`config.mk`:
```
export PLATFORM = sky130hd
export DESIGN_NAME = midi_note_tracker
export DESIGN_NICKNAME = d
export VERILOG_FILES = /design/src/rtl/midi_note_tracker.sv
export SDC_FILE = /design/constraint.sdc
export NUM_CORES = 1
export LEC_CHECK = 0
export BUFFER_PORTS_ARGS = -buffer_cell sky130_fd_sc_hd__buf_2
export CORE_ASPECT_RATIO = 1.4
export CORE_MARGIN = 8
export CORE_UTILIZATION = 49
export CTS_CLUSTER_SIZE = 25
export DETAILED_ROUTE_END_ITERATION = 12
export PLACE_DENSITY = 0.83
export SLEW_MARGIN = 20
export SYNTH_ARGS = -nofsm -noshare
export SYNTH_HDL_FRONTEND = slang
export SYNTH_SLANG_ARGS = --single-unit
```
`constraint.sdc`:
```
create_clock -name clk_camera_in -period 3.5 [get_ports clk_camera_in]
set_clock_uncertainty 0.15 [all_clocks]
set_input_delay 0.7 -clock clk_camera_in [delete_from_list [all_inputs] [get_ports clk_camera_in]]
set_output_delay 0.7 -clock clk_camera_in [all_outputs]
set_load 0.1 [all_outputs]
```
`src/rtl/midi_note_tracker.sv`:
```
// rtl/midi_note_tracker.sv - MIDI note-on/off parser feeding a 10-slot sounding-note table
//
// Purpose: consumes bytes from the MIDI UART receiver, parses note-on/note-off
// messages (with running status) and keeps a table of currently sounding notes
// packed onto received_note for the staff renderer.
//
// Ports:
//   clk_camera_in  in   system clock, rising edge
//   rst_in         in   asynchronous active-low reset
//   midi_byte_in   in   [7:0] received MIDI byte
//   midi_valid_in  in   one-cycle strobe qualifying midi_byte_in
//   received_note  out  [8*NUM_SLOTS-1:0] slot i = bits [8i+7:8i], {active, note[6:0]}
//   note_count     out  [3:0] number of active slots
//   note_update    out  one-cycle pulse when received_note changes
//   overflow       out  one-cycle pulse when a note-on is dropped (table full)
//
// Optional feature macro: MIDI_SUSTAIN_PEDAL_EN (controller 64 sustain handling)

module midi_note_tracker #(
    parameter int CHANNEL   = 0,
    parameter int NUM_SLOTS = 10
) (
    input  logic                   clk_camera_in,
    input  logic                   rst_in,
    input  logic [7:0]             midi_byte_in,
    input  logic                   midi_valid_in,
    output logic [8*NUM_SLOTS-1:0] received_note,
    output logic [3:0]             note_count,
    output logic                   note_update,
    output logic                   overflow
);

    localparam int         IW   = $clog2(NUM_SLOTS);
    localparam bit         OMNI = (CHANNEL == 16);
    localparam logic [3:0] CH4  = CHANNEL[3:0];

    typedef enum logic [1:0] {S_IDLE, S_DATA1, S_DATA2} state_t;

    state_t      r_state, w_state_next;
    logic        r_rs_valid, w_rs_valid_next;
    // Bits [5:4] of the running status byte: 00 note-off, 01 note-on, 11 control change.
    logic [1:0]  r_rs_hi, w_rs_hi_next;
    logic [6:0]  r_note, w_note_next;
    logic [7:0]  r_slot [NUM_SLOTS];
    logic [7:0]  w_slot_next [NUM_SLOTS];
    logic        r_update, w_update_next;
    logic        r_overflow, w_overflow_next;
`ifdef MIDI_SUSTAIN_PEDAL_EN
    logic                 r_sustain, w_sustain_next;
    logic [NUM_SLOTS-1:0] r_pending, w_pending_next;
`endif

    logic          w_realtime, w_accept, w_commit;
    logic [6:0]    w_vel;
    logic          w_hit, w_free;
    logic [IW-1:0] w_hit_idx, w_free_idx;
    logic [3:0]    w_count;

    assign w_realtime = (midi_byte_in >= 8'hF8);
    assign w_vel      = midi_byte_in[6:0];
    assign w_commit   = midi_valid_in && !midi_byte_in[7] && (r_state == S_DATA2);

    always_comb begin
        w_accept = 1'b0;
        if (midi_byte_in[7:4] == 4'h8 || midi_byte_in[7:4] == 4'h9)
            w_accept = 1'b1;
`ifdef MIDI_SUSTAIN_PEDAL_EN
        if (midi_byte_in[7:4] == 4'hB)
            w_accept = 1'b1;
`endif
        w_accept = w_accept && (OMNI || midi_byte_in[3:0] == CH4);
    end

    // Slot search: the slot already holding r_note, and the lowest inactive slot.
    always_comb begin
        w_hit      = 1'b0;
        w_hit_idx  = '0;
        w_free     = 1'b0;
        w_free_idx = '0;
        for (int i = NUM_SLOTS - 1; i >= 0; i--) begin
            if (r_slot[i][7] && r_slot[i][6:0] == r_note) begin
                w_hit     = 1'b1;
                w_hit_idx = i[IW-1:0];
            end
            if (!r_slot[i][7]) begin
                w_free     = 1'b1;
                w_free_idx = i[IW-1:0];
            end
        end
    end

    // Parser next state; real-time bytes leave everything untouched.
    always_comb begin
        w_state_next    = r_state;
        w_rs_valid_next = r_rs_valid;
        w_rs_hi_next    = r_rs_hi;
        w_note_next     = r_note;
        if (midi_valid_in && !w_realtime) begin
            if (midi_byte_in[7]) begin
                if (w_accept) begin
                    w_rs_valid_next = 1'b1;
                    w_rs_hi_next    = midi_byte_in[5:4];
                    w_state_next    = S_DATA1;
                end else begin
                    w_rs_valid_next = 1'b0;
                    w_state_next    = S_IDLE;
                end
            end else begin
                case (r_state)
                    S_IDLE: begin
                        if (r_rs_valid) begin
                            w_note_next  = midi_byte_in[6:0];
                            w_state_next = S_DATA2;
                        end
                    end
                    S_DATA1: begin
                        w_note_next  = midi_byte_in[6:0];
                        w_state_next = S_DATA2;
                    end
                    S_DATA2: w_state_next = S_DATA1;
                    default: w_state_next = S_IDLE;
                endcase
            end
        end
    end

    // Table update on the velocity byte.
    always_comb begin
        w_slot_next     = r_slot;
        w_update_next   = 1'b0;
        w_overflow_next = 1'b0;
`ifdef MIDI_SUSTAIN_PEDAL_EN
        w_sustain_next  = r_sustain;
        w_pending_next  = r_pending;
`endif
        if (w_commit) begin
            if (r_rs_hi == 2'b11) begin
`ifdef MIDI_SUSTAIN_PEDAL_EN
                if (r_note == 7'd64) begin
                    w_sustain_next = w_vel[6];
                    // Pedal release drops every held note at once.
                    if (r_sustain && !w_vel[6] && (|r_pending)) begin
                        for (int i = 0; i < NUM_SLOTS; i++)
                            if (r_pending[i])
                                w_slot_next[i] = 8'h00;
                        w_pending_next = '0;
                        w_update_next  = 1'b1;
                    end
                end
`endif
            end else if (r_rs_hi == 2'b01 && w_vel != 7'd0) begin
                if (w_hit) begin
`ifdef MIDI_SUSTAIN_PEDAL_EN
                    w_pending_next[w_hit_idx] = 1'b0;
`endif
                end else if (w_free) begin
                    w_slot_next[w_free_idx] = {1'b1, r_note};
                    w_update_next           = 1'b1;
                end else begin
                    w_overflow_next = 1'b1;
                end
            end else if (w_hit) begin
`ifdef MIDI_SUSTAIN_PEDAL_EN
                if (r_sustain) begin
                    w_pending_next[w_hit_idx] = 1'b1;
                end else begin
                    w_slot_next[w_hit_idx] = 8'h00;
                    w_update_next          = 1'b1;
                end
`else
                w_slot_next[w_hit_idx] = 8'h00;
                w_update_next          = 1'b1;
`endif
            end
        end
    end

    always_ff @(posedge clk_camera_in or negedge rst_in) begin
        if (!rst_in)
            r_state <= S_IDLE;
        else
            r_state <= w_state_next;
    end

    always_ff @(posedge clk_camera_in or negedge rst_in) begin
        if (!rst_in) begin
            r_rs_valid <= 1'b0;
            r_rs_hi    <= 2'b00;
            r_note     <= 7'd0;
            r_update   <= 1'b0;
            r_overflow <= 1'b0;
            for (int i = 0; i < NUM_SLOTS; i++)
                r_slot[i] <= 8'h00;
`ifdef MIDI_SUSTAIN_PEDAL_EN
            r_sustain  <= 1'b0;
            r_pending  <= '0;
`endif
        end else begin
            r_rs_valid <= w_rs_valid_next;
            r_rs_hi    <= w_rs_hi_next;
            r_note     <= w_note_next;
            r_update   <= w_update_next;
            r_overflow <= w_overflow_next;
            for (int i = 0; i < NUM_SLOTS; i++)
                r_slot[i] <= w_slot_next[i];
`ifdef MIDI_SUSTAIN_PEDAL_EN
            r_sustain  <= w_sustain_next;
            r_pending  <= w_pending_next;
`endif
        end
    end

    always_comb begin
        w_count = 4'd0;
        for (int i = 0; i < NUM_SLOTS; i++)
            w_count = w_count + {3'b000, r_slot[i][7]};
    end

    genvar g;
    generate
        for (g = 0; g < NUM_SLOTS; g++) begin : g_pack
            assign received_note[8*g +: 8] = r_slot[g];
        end
    endgenerate

    assign note_count  = w_count;
    assign note_update = r_update;
    assign overflow    = r_overflow;

endmodule
```
==> results of run 1 <==
[power groups by stage]
stage	Clock, mW	Combinational [mW]	Sequential, mW
3_5_place_dp	0	1.57	1.25
3_3_place_gp	0	1.52	1.24
4_1_cts	0.925	1.66	1.23
6_report	0.914	1.67	1.23
2_1_floorplan	0	1.18	1.25
5_1_grt	0.968	1.77	1.24
[cells in the final DEF, fill, tap and decap left out, types with 3 or more instances in the layout]
cell type  instances
buf_2             91
dfrtp_1           88
nor2_1            86
mux2i_1           70
xor2_1            41
xnor2_1           29
buf_4             22
nand2_1           19
inv_1             16
nor4_1            15
a21oi_1           11
nand4_1           10
clkbuf_16          9
mux2_2             8
o21ai_0            6
dfrtp_4            6
nand4_4            5
nor3_2             5
fa_1               5
buf_12             5
nand3_1            4
nor3_1             4
nand3_2            4
nor2b_1            3
clkinv_2           3
[synth_stat cells, types with 5 or more instances]
cell type / number / share of area, %
o21ai_0: 6 / 0.56
nor4_1: 15 / 1.8
buf_6: 9 / 1.9
nand4_1: 10 / 1.2
dfrtp_1: 94 / 44
xor2_1: 41 / 6.7
nor3_2: 5 / 0.94
nand2_1: 19 / 1.3
fa_1: 6 / 2.2
nand4_4: 5 / 2.0
a21oi_1: 12 / 1.1
nor2_1: 86 / 6.0
mux2i_1: 70 / 13
mux2_2: 8 / 1.7
clkbuf_1: 7 / 0.49
xnor2_1: 30 / 4.9
inv_1: 19 / 1.3
[metrics by stage]
stage	cells	hold WS, ns	area (um^2)
6_report	750	0.222	6460
5_1_grt	750	0.268	6460
4_1_cts	749	0.252	6450
3_5_place_dp	732	0.335	6130
3_3_place_gp	732	0.316	6130
2_1_floorplan	493	0.254	5400
[kinds of logic after synthesis]
kind of cell / after synthesis
compound gates: 33
xor+xnor: 71
fa+ha+maj: 8
buf+inv: 38
flops: 94
mux: 78
simple gates: 171
[routing by layer]
metal / global-route usage (%) / vias up / share of wire [%]
met2: 35.1 / 143 / 53
li1: - / 1920 / -
met5: 0 / - / 0
met1: 20.8 / 2124 / 37
met4: 8.11 / 0 / 2.4
met3: 6.01 / 29 / 7.2
[worst max-delay path, stage by stage, from the launching register on]
cell and delay (ns):
dfrtp_4 0.48, fa_1 0.51, fa_1 0.51, inv_1 0.05, fa_1 0.44, inv_2 0.08
ha_4 0.13, inv_2 0.04, fa_2 0.54, clkinvlp_4 0.10, buf_12 0.17
[what timing repair did]
item	CTS	global route
hold buffers	0	0
resized for setup	10	1
setup buffers	1	1
setup endpoints to repair	4	4
pin swaps	3	2
[final cells by class]
cell class	count	area (um^2)
repair buffers	119	732
clock inverters	7	48.8
flip-flops and latches	94	2370
inverters	19	75.1
fillers	844	4290
multi-input cells	361	2830
clock buffers	9	225
well taps	141	176
[how the worst max path moves through the flow]
| stage | startpoint | endpoint | slack, ns | depth (start not counted) |
|---|---|---|---|---|
| 3_3_place_gp | received_note[15] | note_count[1] | -0.36 | 10 |
| 5_1_grt | received_note[15] | note_count[1] | -0.81 | 10 |
| 6_report | received_note[15] | note_count[1] | -0.74 | 10 |
| 3_5_place_dp | received_note[15] | note_count[1] | -0.45 | 10 |
| 4_1_cts | received_note[31] | note_count[1] | -0.76 | 10 |
| 2_1_floorplan | received_note[15] | note_count[2] | -0.72 | 9 |
[sequential cells by signal, summed over array words and instances (netlist names)]
name,flops
r_state,2
r_rs_valid,1
received_note,80
r_note,7
note_update,1
r_rs_hi,2
overflow,1
==> qor.yml, run 1 <==
run_status:
  outcome: "finished, violations left"
  violations: "negative setup slack"
placement:
  io_buffers: 96
  routabilityCongestion: 0.940
  pre_cts_ws_ns: -0.448
  hpwl_mm: 10.4
synthesis:
  seq_area_frac_synth_pct: 44.0
  synth_area_um2: 5340
  synth_adder_area_share_pct: 2.72
  synth.area.mux_share_pct: 14.8
  async_flop_share_pct: 100
  synthSimpleGateAreaFrac_pct: 18.2
  synth_top_family_by_area: "simple AND/OR/NAND/NOR gates"
  synth_top_flop_cell: "dfrtp_1"
  synth_edf_count: 0
  syn_inst: 493
  synth_xor_area_share_pct: 11.6
  synth_warnings: 0
  ys_types: 49
  ys_seq_elements: 94
  synth_compound_area_share_pct: 4.66
  synth_nets: 512
  avgSynthCellArea_um2: 10.8
setup_path:
  reg2reg_to: "received_note[66]"
  cp.required_ns: 2.65
  arrival_ns: 3.39
  end_kind: "output pin"
  crit_path_start_kind: "flop"
  path_max_fanout: 2
  r2r_start: "r_note[4]"
  rr_worst_depth: 7
  reg2reg_slack_ns: 0.37
  setup.worst_path.class: "reg2out"
clock_network:
  cts_tree: "built"
  cts_max_level: 3
  clock_path_buffers: 2
  cts_made_buffers: 9
  clkLatencyLatePin_ns: 0.35
  clock-sinks: 94
  clk_pin_slew_ns: 0.07
  clockRootBuffer: "clkbuf_16"
floorplan:
  coreArea_um2: 10800
  die_area_um2: 14500
  start_util_pct: 49.7
  dieHeight_um: 140
  rows: 45
  fp.dieW_um: 104
  num_io_pins: 97
sta:
  layout_worst_path_cycle_share_pct: 121
  max_freq_mhz: 236
  finalHoldViolCount: 0
  worstMarginPinSlew_ns: 0.990
  rsz0062_at_grt: "true"
  slew_violations: 0
  tns_ns: -2.18
  fin_ws_ns: -0.743
  relSlewSlack_pct: 34.0
  min_period_ns: 4.24
  finalSetupViolCount: 4
routing:
  wl_per_cell_um: 18.6
  drc: 0
  postRouteAntennaNets: 0
  drt_iter0_drc: 198
  dr.pass1.iters: 5
  wirelength_mm: 13.9
  routed_via_density: 5.62
  vias: 4216
pwr:
  ir_drop_v: 0.000271
  p_leak_nw: 3.82
  p_total_mw: 3.82
  p_sw_mw: 1.59
  powerDensity_nw_per_um2: 591
  intPower_mw: 2.22
  comb_power_share_pct: 43.9
  clkPwrFrac_pct: 24.0
  p_seq_share_pct: 32.2
  netSwitchingFraction_pct: 41.7
cells_and_area:
  n_antenna_cell: 0
  drive_gt1_share_pct: 30.2
  finalNetCount: 623
  post-route-util_pct: 60.1
  area_growth_pct: 21.0
grt:
  grt_pass1_wl_mm: 22.8
  grt-ovfl-total: 0
  grt_max_degree: 53
  grt_pass1_vias: 4404
  grt_util_all_layers_pct: 19.6
  antenna_found_initial: 0
worst_hold_path:
  hold_class: "in2async"
flow_run:
  maxCapViolations: 0
(Power assumes the default switching activity.)
==> inputs of run 2 (changes only) <==
ABC_AREA = 1   (was unset)
HOLD_SLACK_MARGIN = 0.02   (was unset)
PLACE_DENSITY = 0.8   (was 0.83)
clock period = 5.5 ns   (was 3.5 ns; I/O delays follow)
==> qor.yml, run 2 <==
pwr:
  p_total_mw: 2.93
  p_sw_mw: 1.54
  p_leak_nw: 4.01
  intPower_mw: 1.38
  ir_drop_v: 0.000413
  comb_power_share_pct: 45.0
  clkPwrFrac_pct: 22.5
  p_seq_share_pct: 32.5
  netSwitchingFraction_pct: 52.7
  powerDensity_nw_per_um2: 418
grt:
  grt_pass1_vias: 5846
  antenna_found_initial: 0
  grt_pass1_wl_mm: 29.2
  grt-ovfl-total: 0
  grt_max_degree: 54
  grt_util_all_layers_pct: 22.0
cells_and_area:
  finalNetCount: 1043
  stdcell_area_um2: 7010
  largest_reg_flops: 80
  area_growth_pct: 13.5
  stdcell_count: 1179
  n_antenna_cell: 0
  drive_gt1_share_pct: 14.4
  n_fill_cell: 1179
  post-route-util_pct: 56.9
  final_common_cell: "nand2_1"
  mostFrequentLayoutCells: "356 x nand2_1, 157 x nor2_1, 120 x inv_1"
sta:
  finalHoldViolCount: 0
  tns_ns: 0
  rsz0062_at_grt: "false"
  fin_ws_ns: 0.672
  worstMarginPinSlew_ns: 0.867
  holdWs_ns: 0.352
  finalSetupViolCount: 0
  relSlewSlack_pct: 42.2
  max_freq_mhz: 207
  slew_violations: 0
  layout_worst_path_cycle_share_pct: 87.8
  min_period_ns: 4.83
clock_network:
  clock_path_buffers: 2
  cts_tree: "built"
  cts-hold-fix-buffers: 0
  postCtsSetupRepairBufs: 0
  clkLatencyLatePin_ns: 0.36
  clockRootBuffer: "clkbuf_16"
  clock-sinks: 94
  cts-resized-gates: 0
  cts_max_level: 3
  cts_made_buffers: 9
  clk_pin_slew_ns: 0.07
synthesis:
  yosys-top-cells-area: "dfrtp_1 38%, nand2_1 22%, nor2_1 9.5%"
  yosys.area.top_type_share_pct: 38.1
  avgSynthCellArea_um2: 6.53
  synth_most_common_cell: "nand2_1"
  ys_seq_elements: 94
  ys_types: 33
  synth_warnings: 0
  seq_area_frac_synth_pct: 38.1
  synth_nets: 964
  synth_top_area_cell: "dfrtp_1"
  synth_commonest_cells: "356 x nand2_1, 157 x nor2_1, 121 x inv_1"
  synth_top_flop_cell: "dfrtp_1"
  syn_inst: 945
  synth_edf_count: 0
  synth_area_um2: 6170
  async_flop_share_pct: 100
setup_path:
  cp_top_family: "adder cells"
  r2r_start: "r_note[2]"
  rr_worst_depth: 15
  arrival_ns: 3.58
  setup.worst_path.class: "reg2out"
  crit_path_start_kind: "flop"
  reg2reg_slack_ns: 1.71
  crit_buf_inv: 4
  end_kind: "output pin"
  reg2reg_to: "received_note[73]"
  critPathSlowestCell: "fa_1"
  cp.required_ns: 4.25
  path_max_fanout: 5
  path_cells: "fa_1 -> fa_1 -> inv_1 -> fa_1 -> inv_1 -> ha_1 -> inv_1 -> fa_1 -> xnor2_2 -> buf_2"
  slowest_delay_ns: 0.54
  crit_path_frequent_cell: "fa_1"
worst_hold_path:
  min_path_cells: 2
  hold_class: "reg2reg"
  min_to: "r_rs_valid"
  hold_path.startpoint: "r_rs_valid"
floorplan:
  rows: 48
  fp.dieW_um: 111
  start_util_pct: 50.1
  dieHeight_um: 149
  num_io_pins: 97
  die_area_um2: 16500
  coreArea_um2: 12300
flow_run:
  maxCapViolations: 0
routing:
  drc: 0
  wl_per_cell_um: 15.7
  routed_via_density: 5.30
  wirelength_mm: 18.5
  vias: 6248
  drt_iter0_drc: 535
  dr.pass1.iters: 6
  postRouteAntennaNets: 0
placement:
  io_buffers: 96
  routabilityCongestion: 0.951
  pre_cts_ws_ns: 1.03
  dpl_cell_area_um2: 6700
  place_inst: 1163
  hpwl_mm: 12.9
run_status:
  outcome: "finished, final reports clean"
==> run 2: cell types whose count changed in the layout (fill, tap and decap cells not counted), sizes merged, moves of 18 or more <==
| cell | previous run | this run |
|---|---|---|
| nand3 | 8 | 36 |
| mux2i | 70 | 0 |
| nor2 | 87 | 166 |
| buf | 119 | 101 |
| xor2 | 41 | 0 |
| nand4 | 15 | 60 |
| nand2 | 20 | 356 |
| xnor2 | 30 | 9 |
| inv | 20 | 134 |
==> run 2: power by group through the flow <==
stage	sequential [mW]	clock (mW)	combinational [mW]
floorplan	1.10	0	0.844
global placement	0.952	0	1.29
detailed placement	0.956	0	1.31
CTS	0.943	0.661	1.31
global route	0.953	0.684	1.41
finish	0.950	0.659	1.32
==> run 2: cell type report <==
cell class | instances | area (um^2) | area share (%)
flip-flops and latches | 94 | 2350 | 33.6
clock buffers | 9 | 225 | 3.21
repair buffers | 101 | 520 | 7.43
multi-input cells | 686 | 3150 | 44.9
clock inverters | 7 | 78.8 | 1.13
inverters | 132 | 495 | 7.07
well taps | 150 | 188 | 2.68
==> run 2: tightest hold or removal path: cells and delay by family, from the launching register on <==
family          cells  cell delay [ns]
simple gates        1             0.06
flops               1             0.34
compound gates      1             0.08
==> run 2: worst max path at each step <==
stage	startpoint	to	slack [ns]	cells past startpoint
after floorplan	received_note[15]	note_count[2]	0.14	9
after global placement	received_note[7]	note_count[2]	1.10	10
after detailed placement	received_note[7]	note_count[2]	1.03	10
after CTS	received_note[7]	note_count[2]	0.65	10
after global routing	received_note[7]	note_count[2]	0.57	10
final	received_note[7]	note_count[2]	0.67	10
==> run 2: layer usage <==
| layer | vias up | share of wire, % | GRT usage, % |
|---|---|---|---|
| met1 | 2852 | 38 | 24.4 |
| met2 | 262 | 50 | 38.2 |
| met4 | 0 | 4.0 | 13.0 |
| li1 | 3082 | - | - |
| met3 | 52 | 7.5 | 4.55 |
| met5 | - | 0 | 0 |
==> run 2: logic make-up (layout without fill, tap and decap cells) <==
| kind of cell | count (synthesis) | after routing | synth area share [%] |
|---|---|---|---|
| AND/OR/NAND/NOR | 627 | 627 | 43.3 |
| buffers and inverters | 165 | 249 | 11.0 |
| flip-flops | 94 | 94 | 38.1 |
| AO/OA/AOI/OAI | 42 | 42 | 3.95 |
| XOR/XNOR | 9 | 9 | 1.28 |
| adder cells (fa/ha/maj) | 8 | 8 | 2.35 |
==> inputs of run 3 (changes only) <==
BUFFER_PORTS_ARGS = unset   (was -buffer_cell sky130_fd_sc_hd__buf_2)
DONT_BUFFER_PORTS = 1   (was unset)
PLACE_DENSITY = 0.75   (was 0.8)
clock period = 3.9 ns   (was 5.5 ns; I/O delays follow)
==> qor.yml, run 3 (synthesized netlist as in run 2, its figures left out) <==
run_status:
  outcome: "finished, violations left"
  violations: "negative setup slack"
sta:
  fin_ws_ns: -0.500
  layout_worst_path_cycle_share_pct: 113
  tns_ns: -1.31
  slew_violations: 0
  relSlewSlack_pct: 39.6
  finalHoldViolCount: 0
  min_period_ns: 4.40
  finalSetupViolCount: 3
  worstMarginPinSlew_ns: 0.907
  max_freq_mhz: 227
  rsz0062_at_grt: "true"
routing:
  wirelength_mm: 18.9
  wl_met2_mm: 9.39
  routed_via_density: 5.33
  top_layer: "met4"
  vias: 6290
  routed-wl-met3_mm: 1.74
  postRouteAntennaNets: 0
  drt-met1-wl_mm: 7.24
  drt_iter0_drc: 570
  dr.pass1.iters: 5
  wl_per_cell_um: 16.0
  drc: 0
worst_hold_path:
  hold_class: "in2async"
setup_path:
  setup.worst_path.class: "reg2out"
  slowest_delay_ns: 0.55
  crit_path_start_kind: "flop"
  crit_start: "received_note[79]"
  end_kind: "output pin"
  path_max_fanout: 2
  r2r_start: "r_note[0]"
  path_cells: "fa_1 -> fa_1 -> inv_2 -> fa_1 -> inv_2 -> ha_4 -> inv_2 -> fa_2 -> clkinvlp_4 -> buf_12"
  critPathSlowestCell: "fa_1"
  cp.required_ns: 2.97
  arrival_ns: 3.47
grt:
  grt_pass1_wl_mm: 30.0
  grt_max_degree: 95
  grt-ovfl-total: 0
  grt_util_all_layers_pct: 22.5
  antenna_found_initial: 0
  grt_pass1_vias: 5850
cells_and_area:
  largest_reg_flops: 80
  n_fill_cell: 1147
  n_antenna_cell: 0
  finalNetCount: 1045
  area_growth_pct: 20.1
  post-route-util_pct: 60.2
  drive_gt1_share_pct: 15.7
  mostFrequentLayoutCells: "355 x nand2_1, 157 x nor2_1, 116 x inv_1"
  final_common_cell: "nand2_1"
clock_network:
  clk_pin_slew_ns: 0.06
  cts_tree: "built"
  cts_made_buffers: 9
  clock-sinks: 94
  clock_path_buffers: 2
  clkLatencyLatePin_ns: 0.35
  cts_max_level: 3
  clockRootBuffer: "clkbuf_16"
floorplan:
  fp.dieW_um: 111
  rows: 48
  coreArea_um2: 12300
  dieHeight_um: 149
  die_area_um2: 16500
  start_util_pct: 50.1
  num_io_pins: 97
pwr:
  p_leak_nw: 4.19
  ir_drop_v: 0.000636
  powerDensity_nw_per_um2: 600
placement:
  io_buffers: 0
  hpwl_mm: 13.3
  pre_cts_ws_ns: -0.175
  routabilityCongestion: 0.936
flow_run:
  maxCapViolations: 0
run 3: critical path, delay by kind of cell, from the launching register on:
| family | cells | cell delay [ns] |
|---|---|---|
| adders and majority gates | 5 | 2.20 |
| DFF | 1 | 0.48 |
| buffers and inverters | 5 | 0.44 |
run 3: path summary, 6_finish.rpt:
check	cells after the start	end	slack (ns)
max	10	note_count[1]	-0.50
min	1	received_note[50]	0.20
max reg2reg	18	received_note[35]	0.64
min reg2reg	2	r_state[0]	0.34
max in group asynchronous	1	received_note[63]	3.00
min in group clk_camera_in	2	r_state[0]	0.34
run 3: area by class of cell:
| type | instances | area (um^2) | area share (%) |
|---|---|---|---|
| multi-input combinational | 686 | 3180 | 42.9 |
| timing repair buffer | 103 | 867 | 11.7 |
| tap | 150 | 188 | 2.53 |
| sequential | 94 | 2370 | 32.0 |
| clock buffer | 12 | 256 | 3.46 |
| clock inverter | 3 | 43.8 | 0.591 |
| inverter | 132 | 499 | 6.74 |
run 3: per-stage QoR:
step	instances	hold WS (ns)	power [mW]	instance area [um^2]
4_1_cts	1180	0.224	4.45	7410
3_3_place_gp	1160	0.319	3.42	7020
3_5_place_dp	1160	0.333	3.45	7020
2_1_floorplan	945	0.303	2.80	6220
5_1_grt	1180	0.231	4.65	7410
6_report	1180	0.202	4.45	7410
run 3: power breakdown:
group / switching (mW) / internal (mW)
Combinational: 1.71 / 0.660
Clock: 0.380 / 0.529
Sequential: 0.0932 / 1.08
Total: 2.18 / 2.26
run 3: what timing repair did:
item / CTS / global route
endpoints found under the hold margin: 94 / 0
gates resized for setup: 8 / 2
setup endpoints to repair: 4 / 4
buffers inserted: 4 / 1
gates cloned: 0 / 0
pin swaps: 4 / 4
hold buffers: 1 / 0
run 3: per-layer routing:
layer	up-vias	GRT usage [%]
met5	-	0
met1	2915	26.7
met4	0	9.63
met2	255	37.5
li1	3082	-
met3	38	5.96
